### src/rtl/small_poly_encoder.sv
// small_poly_encoder
//   Reads P ternary coefficients (13-bit two's complement, values -1/0/+1)
//   from coefficient memory and streams the NTRU Prime Small_encode bytes:
//   four coefficients per byte, two bits each, field value c+1, with the
//   lowest-index coefficient in bits [1:0]. It also reports the Hamming
//   weight and flags any coefficient outside {-1,0,1}.
//
//   Optional feature macro: SMALL_WEIGHT_CHECK_EN
//     When defined, adds parameter W and output weight_err. weight_err is
//     set in the DONE cycle when weight != W.
//
//   Byte handshake: byte_valid is driven purely from state (never from
//   byte_ready). Once raised, byte_out and byte_valid stay stable until a
//   cycle where byte_valid && byte_ready are both high; that cycle is the
//   transfer.
//
//   Memory timing: mem_address_o is a register that always mirrors k, so it
//   already holds k during FETCH and the memory returns the word in CAPT.
module small_poly_encoder #(
  parameter int P  = 757,
`ifdef SMALL_WEIGHT_CHECK_EN
  parameter int W  = 286,
`endif
  parameter int AW = 11,
  parameter int CW = 13
) (
  input  logic          clk,
  input  logic          rst,
  input  logic          start,
  output logic [AW-1:0] mem_address_o,
  input  logic [CW-1:0] mem_output,
  output logic [7:0]    byte_out,
  output logic          byte_valid,
  input  logic          byte_ready,
  output logic          busy,
  output logic          done,
  output logic          bad_coeff,
  output logic [AW-1:0] weight
`ifdef SMALL_WEIGHT_CHECK_EN
  ,
  output logic          weight_err
`endif
);

  typedef enum logic [2:0] {
    S_IDLE  = 3'd0,
    S_FETCH = 3'd1,
    S_CAPT  = 3'd2,
    S_EMIT  = 3'd3,
    S_DONE  = 3'd4
  } state_t;

  localparam logic [AW-1:0] K_LAST   = AW'(P - 1);
  localparam logic [CW-1:0] C_ZERO   = '0;
  localparam logic [CW-1:0] C_PLUS1  = CW'(1);
  localparam logic [CW-1:0] C_MINUS1 = '1;

  state_t        state_q, state_d;
  logic [AW-1:0] k_q, k_d;
  logic [AW-1:0] addr_q, addr_d;
  logic [1:0]    j_q, j_d;
  logic [7:0]    acc_q, acc_d;
  logic          last_q, last_d;
  logic [AW-1:0] weight_q, weight_d;
  logic          bad_q, bad_d;

  logic [1:0]    field;
  logic          coeff_nz;
  logic          coeff_bad;

  // Decode one memory word into its 2-bit Small_encode field.
  always_comb begin
    field     = 2'b01;
    coeff_nz  = 1'b0;
    coeff_bad = 1'b0;
    case (mem_output)
      C_ZERO:   field = 2'b01;
      C_PLUS1:  begin field = 2'b10; coeff_nz = 1'b1; end
      C_MINUS1: begin field = 2'b00; coeff_nz = 1'b1; end
      default:  begin field = 2'b01; coeff_bad = 1'b1; end
    endcase
  end

  // Next-state and datapath updates for the fetch/capture/emit sequence.
  always_comb begin
    state_d  = state_q;
    k_d      = k_q;
    j_d      = j_q;
    acc_d    = acc_q;
    last_d   = last_q;
    weight_d = weight_q;
    bad_d    = bad_q;
    case (state_q)
      S_IDLE: begin
        if (start) begin
          k_d      = '0;
          j_d      = 2'd0;
          acc_d    = 8'h00;
          last_d   = 1'b0;
          weight_d = '0;
          bad_d    = 1'b0;
          state_d  = S_FETCH;
        end
      end
      S_FETCH: begin
        state_d = S_CAPT;
      end
      S_CAPT: begin
        acc_d[2*j_q +: 2] = field;
        if (coeff_nz && (weight_q != '1)) weight_d = weight_q + 1'b1;
        if (coeff_bad) bad_d = 1'b1;
        k_d = k_q + 1'b1;
        if (k_q == K_LAST) last_d = 1'b1;
        if ((j_q == 2'd3) || (k_q == K_LAST)) begin
          state_d = S_EMIT;
        end else begin
          j_d     = j_q + 2'd1;
          state_d = S_FETCH;
        end
      end
      S_EMIT: begin
        if (byte_ready) begin
          if (last_q) begin
            state_d = S_DONE;
          end else begin
            acc_d   = 8'h00;
            j_d     = 2'd0;
            state_d = S_FETCH;
          end
        end
      end
      S_DONE: begin
        state_d = S_IDLE;
      end
      default: begin
        state_d = S_IDLE;
      end
    endcase
    addr_d = k_d;
  end

  // State and datapath registers with synchronous reset.
  always_ff @(posedge clk) begin
    if (rst) begin
      state_q  <= S_IDLE;
      k_q      <= '0;
      addr_q   <= '0;
      j_q      <= 2'd0;
      acc_q    <= 8'h00;
      last_q   <= 1'b0;
      weight_q <= '0;
      bad_q    <= 1'b0;
    end else begin
      state_q  <= state_d;
      k_q      <= k_d;
      addr_q   <= addr_d;
      j_q      <= j_d;
      acc_q    <= acc_d;
      last_q   <= last_d;
      weight_q <= weight_d;
      bad_q    <= bad_d;
    end
  end

`ifdef SMALL_WEIGHT_CHECK_EN
  logic weight_err_q;

  // Weight-mismatch flag: cleared on start, evaluated in the DONE cycle.
  always_ff @(posedge clk) begin
    if (rst) begin
      weight_err_q <= 1'b0;
    end else if ((state_q == S_IDLE) && start) begin
      weight_err_q <= 1'b0;
    end else if (state_q == S_DONE) begin
      weight_err_q <= (weight_q != AW'(W));
    end
  end

  assign weight_err = weight_err_q;
`endif

  assign mem_address_o = addr_q;
  assign byte_valid    = (state_q == S_EMIT);
  assign byte_out      = (state_q == S_EMIT) ? acc_q : 8'h00;
  assign busy          = (state_q == S_FETCH) || (state_q == S_CAPT) || (state_q == S_EMIT);
  assign done          = (state_q == S_DONE);
  assign bad_coeff     = bad_q;
  assign weight        = weight_q;

endmodule

### config.mk
export PLATFORM = sky130hd
export DESIGN_NAME = small_poly_encoder
export DESIGN_NICKNAME = d
export VERILOG_FILES = /design/src/rtl/small_poly_encoder.sv
export SDC_FILE = /design/constraint.sdc
export NUM_CORES = 1
export LEC_CHECK = 0
export CAP_MARGIN = 10
export CORE_UTILIZATION = 52
export CTS_BUF_LIST = sky130_fd_sc_hd__clkbuf_4 sky130_fd_sc_hd__clkbuf_8 sky130_fd_sc_hd__clkbuf_16
export CTS_CLUSTER_SIZE = 24
export DETAILED_ROUTE_END_ITERATION = 10
export HOLD_SLACK_MARGIN = 0.02
export MAX_ROUTING_LAYER = met4
export PLACE_DENSITY = 0.81
export SETUP_SLACK_MARGIN = 0.5
export SLEW_MARGIN = 20
export SYNTH_ARGS = -nofsm -noshare
export SYNTH_HDL_FRONTEND = slang
export SYNTH_SLANG_ARGS = --single-unit
### constraint.sdc
create_clock -name clk -period 4.6 [get_ports clk]
set_input_delay 0.46 -clock clk [delete_from_list [all_inputs] [get_ports clk]]
set_output_delay 0.46 -clock clk [all_outputs]
set_load 0.02 [all_outputs]
==> Word-level counts from Yosys, hierarchy flattened <==
Cells that the tools add are included.
{ "totals": {"ff_bits": 37} }
{ "classes": {"muxes": 27, "eq_ne": 16, "reduce_logical": 17, "n_addsub": 4, "shift": 2} }
{ "op_table": {"columns": ["cell", "n"], "rows": [
  ["$pmux 11 s2", 2],
  ["$neg 3->34", 1],
  ["$shift 2x34->8 const A", 1],
  ["$shiftx 2x34->8", 1],
  ["$mux 8", 4],
  ["$pmux 8 s3", 1],
  ["$add 11x1->11 const B", 2],
  ["$mux 11", 2],
  ["$eq 13x1->1 const B", 1],
  ["$eq 13x13->1 const B", 1],
  ["$logic_not 13->1", 1],
  ["$ne 2x2->1 const B", 6],
  ["$pmux 3 s4", 1],
  ["$eq 11x10->1 const B", 1],
  ["$ne 11x11->1 const B", 1],
  ["$mux 2", 5],
  ["$mux 3", 3],
  ["$reduce_and 3->1", 3],
  ["$bwmux 8", 1],
  ["$eq 3x2->1 const B", 2],
  ["$pmux 2 s3", 1],
  ["$reduce_and 5->1", 1],
  ["$mux 1", 4],
  ["$pmux 1 s2", 2],
  ["other kinds (15)", 18]
]} }

==> Longest topological paths before layout <==
{ "depth": {"depth_word": 6, "ltp_mapped": 7, "ltp_nobuf": 6} }

==> Worst setup path after synthesis <==
Ideal clock, no wire load.
{ "synth_timing": {"path_type": "input to register", "startpoint": "input mem_output[8]", "endpoint": "register weight_q[2], in the netlist weight[2]", "path_slack_ns": 2.298, "required_ns": 4.528, "setup_ns": 0.072, "arrival_time_ns": 2.231, "path_buffers": 1, "path_stages": 6, "path_cell_list": "or4_1 -> nor4b_2 -> nor2_1 -> clkbuf_1 -> nor4b_1 -> mux2i_1"} }
{ "synth_between": {"elab_chain_len": 6, "elab_cells_between_ends": 7, "classes_between": "eq/ne: 3; mux: 1; reduce/logical: 3"} }
{ "synth_lines": {"columns": ["item", "line_no", "rtl"], "rows": [
  ["start, declared", "31", "input logic [CW-1:0] mem_output,"],
  ["$eq 13x13->1 / $eq 13x1->1 (equally long branches)", "76", "case (mem_output)"],
  ["$reduce_or 2->1 (no source line) (*)", null, null],
  ["$mux 1 (*)", "76", null],
  ["$logic_and 1x1->1 (*)", "110", "if (coeff_nz && (weight_q != '1)) weight_d = weight_q + 1'b1;"],
  ["$ne 2x2->1 (no source line) (*)", null, null],
  ["$reduce_and 3->1 (no source line) (*)", null, null],
  ["end signal, assigned", "160", "weight_q <= weight_d;"],
  ["end, declared", "64", "logic [AW-1:0] weight_q, weight_d;"]
]} }
Every way passes the cells marked *; elsewhere a longest branch is shown, timed or not.
A chain may end at the register's enable or synchronous reset.

==> Final worst setup path <==
{ "layout_timing": {"startpoint": "input mem_output[8]", "endpoint": "register weight_q[8], in the netlist weight[8]"} }
The elaborated chain is that of the path after synthesis.

==> impl_metrics.env <==
export IMPL_status="complete, no violations"
export IMPL_syn_avg_cell_area_sq_um=8.27
export IMPL_synth_ff_type="dfxtp_1"
export IMPL_post_cts_resized=0
export IMPL_peakVddDrop_mv=0.203
export IMPL_drcViolationCount=0
export IMPL_rsz0062_at_grt="no"
export IMPL_cp_common_cell="or4_1"
export IMPL_period_share=0.589
export IMPL_port_buffers=50
export IMPL_overflow=0
export IMPL_p_leak_nw=0.909
export IMPL_antenna_found_initial=0
export IMPL_vias=1976
export IMPL_ios=51
export IMPL_grtUsageMet2=0.407
export IMPL_reg2reg_from="state_q[1]$_SDFFE_PP0P_"
export IMPL_dp_hpwl_um=3460
export IMPL_worst_slack_ps=1890
export IMPL_top_usage_layer="met2"
export IMPL_drive_gt1_frac=0.0653
export IMPL_area_growth_syn_to_layout_pct=31.6
export IMPL_dr_pass1_iters=4
export IMPL_power_density_nw_per_um2=261
export IMPL_gp_congestion=0.858
export IMPL_clockBufferDepth=2
export IMPL_async_reset_ff_frac=0
export IMPL_p_int_mw=0.535
export IMPL_setup_tns_ps=0
export IMPL_critPathMaxFanout=21
export IMPL_cts_sinks=37
export IMPL_hold_path_class="register to register"
export IMPL_synth_edf_count=0
export IMPL_grt_max_degree=30
export IMPL_initial_utilization=0.545
export IMPL_cts_setup_buffers=0
export IMPL_slew_violations=0
export IMPL_synth_cell_types=48
export IMPL_cts_buffers=5
export IMPL_cts_tree="yes"
export IMPL_max_stage_delay_ps=560
export IMPL_crit_arrival_ps=2890
export IMPL_cp_endpoint="weight[8]$_SDFFE_PP0P_"
export IMPL_grt_pass1_wl_um=8060
export IMPL_core_area_sq_um=3690
export IMPL_syn_inst=243
export IMPL_rows=22
export IMPL_grtUsageMet1=0.320
export IMPL_fin_nets=315
export IMPL_cp_start_kind="primary input"
export IMPL_die_w_um=64.2
export IMPL_worst_slew_pin_slew_ps=1030
export IMPL_placed_area_sq_um=2520
export IMPL_cp_slowest_cell="or4_1"
export IMPL_r2r_slack_ps=2230
export IMPL_syn_num_nets=268
export IMPL_final_setup_viol_count=0
export IMPL_wl_per_cell_um=13.9
export IMPL_clk_latency_ps=280
export IMPL_cp_required_ps=4780
export IMPL_cap_violations=0
export IMPL_cts_root_buf="clkbuf_8"
export IMPL_p_switching_mw=0.154
export IMPL_seq_area_frac_synth=0.369
export IMPL_max_freq_ghz=0.369
export IMPL_hold_viol=0
export IMPL_dp_slack_ps=1510
export IMPL_utilization=0.717
export IMPL_stdcell_area_sq_um=2650
export IMPL_pwr_share_seq=0.477
export IMPL_use_met3=0.0482
export IMPL_drt_wl_total_um=4720
export IMPL_holdPathStages=2
export IMPL_htreeDepth=2
export IMPL_p_clk_frac=0.429
export IMPL_final_antenna_net_count=0
export IMPL_swShare=0.224
export IMPL_chipHeight_um=64.2
export IMPL_grt_pass1_vias=1775
export IMPL_crit_chain="clkdlybuf4s50_1 > or4_1 > nor4b_2 > nor2_2 > or4_1 > o211a_1"
export IMPL_vias_per_cell=5.83
export IMPL_cts_clk_slew_worst_paths_ps=70
export IMPL_initialDrtViolationCount=144
export IMPL_r2r_end="weight[3]$_SDFFE_PP0P_"
export IMPL_cts_hold_buf=0
export IMPL_num_antenna_cells=0
export IMPL_ff2ff_path_depth=5
export IMPL_pwr_share_comb=0.094
export IMPL_track_usage=0.255
export IMPL_layout_min_cycle_time_ps=2710
export IMPL_max_slew_margin=0.308
export IMPL_ys_warn_count=0
export IMPL_setup_worst_path_start="mem_output[8]"
export IMPL_fin_worst_skew_ps=1.31
export IMPL_criticalPathCategory="primary input to register"
export IMPL_syn_cell_area_sq_um=2010
export IMPL_synth_seq_cells=37
export IMPL_p_total_mw=0.689
export IMPL_crit_path_end_kind="register"
export IMPL_dieArea_sq_um=4120
## synthesized netlist by cell type, drive strengths merged (3+ instances only)
cell type   n  area [sq um]
nor2       25          93.8
nand2      22          82.6
or3        11          68.8
a21oi      17          85.1
or4         6          48.8
buf         3          21.3
and4        5          43.8
nand3      14          70.1
nand4       7          43.8
clkbuf      7          26.3
dfxtp      37           741
inv         6          22.5
a22oi       9          67.6
nor4b       5          50.0
mux2i       3          30.0
or2         3          18.8
ha          8           100
o21ai      11          55.1
and2       10          65.1
nor4        3          18.8
## sequential cells by signal, summed over array words and instances, names as in the netlist
name	cells
mem_address_o	11
j_q	2
state_q	3
weight	11
bad_coeff	1
acc_q	8
last_q	1
## cells in the final DEF, fill, tap and decap left out, drive strengths merged, types with 5 or more instances in the layout
cell type / instances
a21oi: 17
a22oi: 9
and2: 10
and4: 5
clkbuf: 7
clkdlybuf4s50: 50
dfxtp: 37
ha: 8
inv: 6
nand2: 22
nand3: 14
nand4: 7
nor2: 25
nor4b: 5
o21ai: 11
or3: 11
or4: 6
## cell families after synthesis
| family | after synthesis | synth area share |
|---|---|---|
| fa+ha+maj | 8 | 0.0498 |
| xor+xnor | 1 | 0.00436 |
| buf+inv | 16 | 0.0349 |
| compound gates | 49 | 0.149 |
| flops | 37 | 0.369 |
| mux | 5 | 0.0262 |
| simple gates | 127 | 0.367 |
## metal layers
layer / part of all wire / wire length, um
met1: 0.45 / 2110
met2: 0.48 / 2270
met3: 0.050 / 237
met4: 0.023 / 108
met5: 0 / 0
## worst min path at each step
stage | startpoint | to | slack (ps)
final | last_q$_SDFFE_PP0P_ | last_q$_SDFFE_PP0P_ | 480
after global routing | last_q$_SDFFE_PP0P_ | last_q$_SDFFE_PP0P_ | 510
after detailed placement | last_q$_SDFFE_PP0P_ | last_q$_SDFFE_PP0P_ | 470
after CTS | last_q$_SDFFE_PP0P_ | last_q$_SDFFE_PP0P_ | 480
after floorplan | last_q$_SDFFE_PP0P_ | last_q$_SDFFE_PP0P_ | 440
after global placement | last_q$_SDFFE_PP0P_ | last_q$_SDFFE_PP0P_ | 460
## power groups by stage
stage,sequential [mW],combinational (mW),clock [mW]
global placement,0.336,0.0638,0
global route,0.329,0.0718,0.318
finish,0.328,0.0651,0.296
floorplan,0.335,0.0392,0
CTS,0.328,0.0653,0.302
detailed placement,0.336,0.0653,0
## through the flow
stage	hold slack, ps	cells
2_1_floorplan	440	243
3_3_place_gp	459	331
3_5_place_dp	473	331
4_1_cts	484	339
5_1_grt	509	339
6_report	477	339
## layout make-up
class                      count  area (sq um)
clock buffer                   7          90.1
clock inverter                 1          30.0
fill                         300          1040
inverter                       6          22.5
multi-input combinational    190          1200
sequential                    37           741
tap                           48          60.1
timing repair buffer          50           500
## critical path: cells and delay by family
kind            cells  cell delay [ps]
compound gates      1              140
buf+inv             1              410
simple gates        4             1870
Power figures use the tool's default switching activity.
